--- config.mk ---
export PLATFORM = sky130hd
export DESIGN_NAME = pe_tile_sequencer
export DESIGN_NICKNAME = d
export VERILOG_FILES = /design/src/rtl/pe_tile_sequencer.sv
export SDC_FILE = /design/constraint.sdc
export NUM_CORES = 1
export LEC_CHECK = 0
export ABC_CLOCK_PERIOD_IN_PS = 3650
export BUFFER_PORTS_ARGS = -buffer_cell sky130_fd_sc_hd__clkbuf_2
export CORE_MARGIN = 5
export CORE_UTILIZATION = 60
export CTS_CLUSTER_DIAMETER = 40
export DETAILED_ROUTE_END_ITERATION = 16
export GPL_ROUTABILITY_DRIVEN = 1
export HOLD_SLACK_MARGIN = 0.05
export PLACE_DENSITY = 0.83
export SLEW_MARGIN = 20
export SYNTH_ARGS = -nofsm -noshare
export SYNTH_HDL_FRONTEND = slang
export SYNTH_SLANG_ARGS = --single-unit
--- constraint.sdc ---
create_clock -name clk -period 3.65 [get_ports clk]
set_input_delay 0.1825 -clock clk [delete_from_list [all_inputs] [get_ports clk]]
set_output_delay 0.1825 -clock clk [all_outputs]
set_load 0.02 [all_outputs]
--- src/rtl/pe_tile_sequencer.sv ---
`default_nettype none
// ============================================================================
// Module   : pe_tile_sequencer
// Purpose  : Loop controller for one PE with double-buffered activation/weight
//            RFs and two psum ports; define PE_TILE_SEQ_PERF_CNT_EN to add the
//            stall_cycles counter output.
// Revision : 1.0 - initial release
// ============================================================================
module pe_tile_sequencer #(
  parameter int ACTV_ADDR_BITWIDTH = 2,
  parameter int WGT_ADDR_BITWIDTH  = 2,
  parameter int PSUM_ADDR_BITWIDTH = 2,
  parameter int TILE_BITWIDTH      = 8
) (
  input  logic                          clk,
  input  logic                          reset,
  input  logic                          start,
  input  logic [ACTV_ADDR_BITWIDTH:0]   cfg_k,
  input  logic [PSUM_ADDR_BITWIDTH:0]   cfg_n,
  input  logic [TILE_BITWIDTH-1:0]      cfg_tiles,
  input  logic                          fill_done,
  output logic                          fill_req,
  output logic                          busy,
  output logic                          done,
  output logic                          MAC_en,
  output logic                          actv_sel,
  output logic                          wgt_sel,
  output logic [ACTV_ADDR_BITWIDTH-1:0] actv_r_addr,
  output logic [WGT_ADDR_BITWIDTH-1:0]  wgt_r_addr,
  output logic                          psum_en,
  output logic [PSUM_ADDR_BITWIDTH-1:0] psum_addr,
  output logic [PSUM_ADDR_BITWIDTH-1:0] psum_write_addr
`ifdef PE_TILE_SEQ_PERF_CNT_EN
  ,
  output logic [15:0]                   stall_cycles
`endif
);

  localparam int c_KW = ACTV_ADDR_BITWIDTH;
  localparam int c_PW = PSUM_ADDR_BITWIDTH;
  localparam int c_TW = TILE_BITWIDTH;

  localparam logic [2:0] c_ST_IDLE  = 3'd0;
  localparam logic [2:0] c_ST_FILL0 = 3'd1;
  localparam logic [2:0] c_ST_RUN   = 3'd2;
  localparam logic [2:0] c_ST_STALL = 3'd3;
  localparam logic [2:0] c_ST_DONE  = 3'd4;

  logic [2:0]      r_state, w_state_nxt;
  logic [c_KW:0]   r_cfg_k, w_cfg_k_nxt;
  logic [c_PW:0]   r_cfg_n, w_cfg_n_nxt;
  logic [c_TW-1:0] r_cfg_tiles, w_cfg_tiles_nxt;
  logic [c_KW-1:0] r_k, w_k_nxt;
  logic [c_PW-1:0] r_o, w_o_nxt;
  logic [c_TW-1:0] r_t, w_t_nxt;
  logic            r_next_ready, w_next_ready_nxt;
  logic            r_fill_req, w_fill_req_nxt;
  logic            r_busy, w_busy_nxt;
  logic            r_done, w_done_nxt;
  logic            r_mac_en, w_mac_en_nxt;
  logic            r_sel, w_sel_nxt;
  logic            r_psum_en, w_psum_en_nxt;

  logic w_k_last, w_o_last, w_t_last, w_tile_end, w_have_next, w_swap, w_more_fills;

  assign w_k_last     = ({1'b0, r_k} == r_cfg_k - (c_KW+1)'(1));
  assign w_o_last     = ({1'b0, r_o} == r_cfg_n - (c_PW+1)'(1));
  assign w_t_last     = (r_t == r_cfg_tiles - c_TW'(1));
  assign w_tile_end   = w_k_last & w_o_last;
  assign w_have_next  = r_next_ready | fill_done;
  // Another fill is wanted only if a tile beyond the one being swapped in remains.
  assign w_more_fills = (({1'b0, r_t} + (c_TW+1)'(2)) < {1'b0, r_cfg_tiles});
  assign w_swap       = ((r_state == c_ST_RUN) & w_tile_end & ~w_t_last & w_have_next) |
                        ((r_state == c_ST_STALL) & fill_done);

  always_ff @(posedge clk) begin
    if (reset) begin
      r_state      <= c_ST_IDLE;
      r_cfg_k      <= '0;
      r_cfg_n      <= '0;
      r_cfg_tiles  <= '0;
      r_k          <= '0;
      r_o          <= '0;
      r_t          <= '0;
      r_next_ready <= 1'b0;
      r_fill_req   <= 1'b0;
      r_busy       <= 1'b0;
      r_done       <= 1'b0;
      r_mac_en     <= 1'b0;
      r_sel        <= 1'b0;
      r_psum_en    <= 1'b0;
    end else begin
      r_state      <= w_state_nxt;
      r_cfg_k      <= w_cfg_k_nxt;
      r_cfg_n      <= w_cfg_n_nxt;
      r_cfg_tiles  <= w_cfg_tiles_nxt;
      r_k          <= w_k_nxt;
      r_o          <= w_o_nxt;
      r_t          <= w_t_nxt;
      r_next_ready <= w_next_ready_nxt;
      r_fill_req   <= w_fill_req_nxt;
      r_busy       <= w_busy_nxt;
      r_done       <= w_done_nxt;
      r_mac_en     <= w_mac_en_nxt;
      r_sel        <= w_sel_nxt;
      r_psum_en    <= w_psum_en_nxt;
    end
  end

  always_comb begin
    w_state_nxt = r_state;
    case (r_state)
      c_ST_IDLE:  if (start) w_state_nxt = c_ST_FILL0;
      c_ST_FILL0: if (fill_done) w_state_nxt = c_ST_RUN;
      c_ST_RUN: begin
        if (w_tile_end) begin
          if (w_t_last)         w_state_nxt = c_ST_DONE;
          else if (!w_have_next) w_state_nxt = c_ST_STALL;
        end
      end
      c_ST_STALL: if (fill_done) w_state_nxt = c_ST_RUN;
      c_ST_DONE:  w_state_nxt = c_ST_IDLE;
      default:    w_state_nxt = c_ST_IDLE;
    endcase
  end

  // Next values of every registered output; swaps are applied last so they win.
  always_comb begin
    w_cfg_k_nxt      = r_cfg_k;
    w_cfg_n_nxt      = r_cfg_n;
    w_cfg_tiles_nxt  = r_cfg_tiles;
    w_k_nxt          = r_k;
    w_o_nxt          = r_o;
    w_t_nxt          = r_t;
    w_next_ready_nxt = r_next_ready;
    w_fill_req_nxt   = r_fill_req;
    w_busy_nxt       = r_busy;
    w_done_nxt       = 1'b0;
    w_mac_en_nxt     = r_mac_en;
    w_sel_nxt        = r_sel;
    w_psum_en_nxt    = r_psum_en;
    case (r_state)
      c_ST_IDLE: begin
        if (start) begin
          w_cfg_k_nxt      = (cfg_k == '0) ? (c_KW+1)'(1) : cfg_k;
          w_cfg_n_nxt      = (cfg_n == '0) ? (c_PW+1)'(1) : cfg_n;
          w_cfg_tiles_nxt  = (cfg_tiles == '0) ? c_TW'(1) : cfg_tiles;
          w_busy_nxt       = 1'b1;
          w_fill_req_nxt   = 1'b1;
          w_next_ready_nxt = 1'b0;
        end
      end
      c_ST_FILL0: begin
        if (fill_done) begin
          w_sel_nxt      = ~r_sel;
          w_k_nxt        = '0;
          w_o_nxt        = '0;
          w_t_nxt        = '0;
          w_mac_en_nxt   = 1'b1;
          w_fill_req_nxt = (r_cfg_tiles > c_TW'(1));
        end
      end
      c_ST_RUN: begin
        if (fill_done) w_next_ready_nxt = 1'b1;
        if (w_tile_end) begin
          if (w_t_last) begin
            w_mac_en_nxt = 1'b0;
            w_done_nxt   = 1'b1;
          end else if (!w_have_next) begin
            w_mac_en_nxt = 1'b0;
          end
        end else if (w_k_last) begin
          w_k_nxt = '0;
          w_o_nxt = r_o + c_PW'(1);
        end else begin
          w_k_nxt = r_k + c_KW'(1);
        end
      end
      c_ST_STALL: if (fill_done) w_mac_en_nxt = 1'b1;
      c_ST_DONE:  w_busy_nxt = 1'b0;
      default: ;
    endcase
    if (w_swap) begin
      w_sel_nxt        = ~r_sel;
      w_psum_en_nxt    = ~r_psum_en;
      w_t_nxt          = r_t + c_TW'(1);
      w_k_nxt          = '0;
      w_o_nxt          = '0;
      w_next_ready_nxt = 1'b0;
      w_fill_req_nxt   = w_more_fills;
    end
  end

  assign fill_req        = r_fill_req;
  assign busy            = r_busy;
  assign done            = r_done;
  assign MAC_en          = r_mac_en;
  assign actv_sel        = r_sel;
  assign wgt_sel         = r_sel;
  assign actv_r_addr     = r_k;
  assign wgt_r_addr      = WGT_ADDR_BITWIDTH'(r_k);
  assign psum_en         = r_psum_en;
  assign psum_addr       = r_o;
  assign psum_write_addr = r_o;

`ifdef PE_TILE_SEQ_PERF_CNT_EN
  logic [15:0] r_stall_cycles;

  always_ff @(posedge clk) begin
    if (reset) begin
      r_stall_cycles <= '0;
    end else if ((r_state == c_ST_IDLE) && start) begin
      r_stall_cycles <= '0;
    end else if (((r_state == c_ST_FILL0) || (r_state == c_ST_STALL)) &&
                 (r_stall_cycles != 16'hFFFF)) begin
      r_stall_cycles <= r_stall_cycles + 16'd1;
    end
  end

  assign stall_cycles = r_stall_cycles;
`endif

endmodule
`default_nettype wire
==> summary.md <==
| Metric | Value |
|---|---|
| Status | `completed` |
| Most common cell in the synthesized netlist | `dfxtp_1` |
| Worst setup SP type | `register` |
| Sw frac | `29.8%` |
| CTS Sinks | `36` |
| WP data required | `3830 ps` |
| Leak Pwr | `between 0.001 and 0.0015 uW` |
| Largest net degree at the start of global routing | `44` |
| Syn nets | `306` |
| Antenna-violating nets left | `0` |
| Final Skew | `roughly 2.0 ps` |
| NetSw | `roughly 290 uW` |
| CTS root buf | `clkbuf_8` |
| CTS Buf Count | `5` |
| Sequential Power Share | `between 40% and 50%` |
| Area leader, netlist | `dfxtp_1` |
| Ant. Diodes | `0` |
| Pwr per Cell Area | `381 mW/mm^2` |
| Number of vias per cell | `5.69` |
| Final std cell area, no fill | `0.00253 mm^2` |
| GP Congestion | `0.863` |
| Crit path DAT | `roughly 2900 ps` |
| Clk pwr share | `between 30% and 40%` |
| MaxCap Viol Count | `0` |
| Hold buffer count at CTS | `0` |
| Layout Area Growth over Synthesis | `9.37%` |
| Gr ovfl total | `0` |
| Initial DRC count | `67` |
| Library cells used by synthesis | `57` |
| CTS resizes | `0` |
| Initial antenna violation count | `0` |
| Synth top cells by count | `dfxtp_1, nand2_1, a21oi_1` |
| Worst-Margin Slew | `904 ps` |
| Pre-Repair DR Iteration Count | `4` |
| Wirelength per Cell | `approximately 14 um` |
| Maximum root-to-sink buffer count | `2` |
| Tmin final | `2690 ps` |
| Ys Warns | `0` |
| Crit Path Category | `register to register` |
| Async SR Flop Fraction | `0%` |
| RSZ-0062 raised after global routing | `false` |
| Hpwl dp | `3.59 mm` |
| # port buffers | `32` |
| DP Area | `0.00242 mm^2` |
| Final Hold Vio Count | `0` |
| Seq cells post-synth | `36` |
| Chip height | `72.0 um` |
| TritonCTS clock tree | `built` |
| Final setup fails | `0` |
| Combinational share of power | `between 20% and 30%` |
| Top_reg_cell synth | `dfxtp_1` |
| Row count | `22` |
| Area contributors post-synth | `dfxtp_1, ha_1, nand2_1` |
| First-pass GRT wire length | `8.24 mm` |
| Initial Utilization | `62.6%` |
| Yosys top cell area share | `31.2%` |
| H-tree Lvls | `2` |
| Nature of the critical path endpoint | `register` |
| Sequential area share after synthesis | `31.2%` |
| Syn avg cell area | `between 8 and 9 um^2` |
| Final WL | `roughly 5 mm` |
| Tot GR Track Use | `19.8%` |
| Hold Path Class | `input port to register` |
| Core footprint | `0.00369 mm^2` |
| I/O pin cnt | `33` |
| Fin. max-slew vios | `0` |
| Die Wd | `72.0 um` |
| Post-synth EDFFs | `0` |
| Total number of vias | `1950` |
| DRC violations left | `0` |
| Vias in the first global route | `1843` |
| CP Max Fanout | `18` |
| Synth Instances | `approximately 270` |
| Ratio of cells with drive above 1 in the final layout | `~19%` |
| Fmax | `372 MHz` |
| Mapped Area | `0.00231 mm^2` |
| Final period util | `73.6%` |
| Fin Setup TNS | `0 ps` |
| Max VDD drop | `0.276 mV` |
| Worst skew pair latency | `290 ps` |
| Setup Fix Bufs, Post-CTS | `0` |
| Internal power | `~680 uW` |
| Reg clk slew, reported paths | `70 ps` |
| Die Area | `0.00519 mm^2` |
| Nets@finish | `327` |
| Slew HR | `39.7%` |
[cells by family after synthesis]
kind of cell	after synthesis	share of synthesized area, %
fa+ha+maj	14	7.58
compound gates	61	19.1
xor+xnor	24	9.43
mux	2	0.921
flops	36	31.2
buf+inv	38	8.23
simple gates	99	23.6
[worst max-delay path, stage by stage (launching register included)]
cell       delay, ps
dfxtp_1          340
inv_1            110
ha_1             200
nor3b_2          260
a21boi_1         190
o21bai_1         110
a2111oi_4        530
o32ai_4          300
and4b_1          270
a211o_1          250
[per-stage QoR]
step,power (uW),hold slack (ps),utilization (%),instances,worst slack [ps]
floorplan,615,318,-,274,1370
global placement,661,419,65.6,336,810
detailed placement,669,425,65.6,336,661
CTS,966,121,68.2,343,660
global route,1010,123,68.5,343,725
finish,963,121,68.5,343,962
[final cells by class]
cell class                      instances  area [um^2]
Inverter                               19         71.3
Multi-Input combinational cell        200         1410
Timing Repair Buffer                   33          168
Clock buffer                            7         96.3
Sequential cell                        36          721
Tap cell                               48         60.1
Fill cell                             314         1160
[cell usage in the layout (no fill, tap or decap), drive strengths merged, types with 3 or more instances in the layout]
cell type   n
clkbuf     39
dfxtp      36
nand2      33
a21oi      21
inv        19
nor2       17
ha         14
xnor2      13
xor2       11
o21ai      10
nor3        9
nand3       8
a211oi      7
and4b       4
nor4        4
nand2b      3
or3         3
nor4b       3
a211o       3
nor3b       3
or2         3
a21boi      3
[final timing paths]
kind	start	endpoint	slack [ps]	cells after the start
min	cfg_k[1]	r_cfg_k[1]	120	3
max	r_cfg_tiles[1]	r_t[7]	960	9
max reg2reg	r_cfg_tiles[1]	r_t[7]	960	9
min reg2reg	r_cfg_k[1]	r_cfg_k[1]	460	2
[layer usage]
metal  global-route usage, %  wire [um]  vias up
li1                        -          -      999
met1                    26.1       2300      904
met2                    31.5       2230       38
met3                    4.57        231        9
met4                    7.10        104        0
met5                       0          0        -
[power by group through the flow]
stage / logic [uW] / registers (uW) / clock network (uW)
after floorplan: 162 / 453 / 0
after global placement: 209 / 452 / 0
after detailed placement: 216 / 453 / 0
after CTS: 217 / 445 / 304
after global routing: 241 / 449 / 325
final: 218 / 445 / 300
[flip-flops by register name, summed over array words and instances (netlist names)]
| register | count |
|---|---|
| busy | 1 |
| r_cfg_k | 3 |
| psum_addr | 2 |
| r_cfg_tiles | 8 |
| actv_sel | 1 |
| MAC_en | 1 |
| fill_req | 1 |
| actv_r_addr | 2 |
| r_next_ready | 1 |
| r_t | 8 |
| psum_en | 1 |
| done | 1 |
| r_state | 3 |
| r_cfg_n | 3 |
Power figures use the tool's default switching activity.
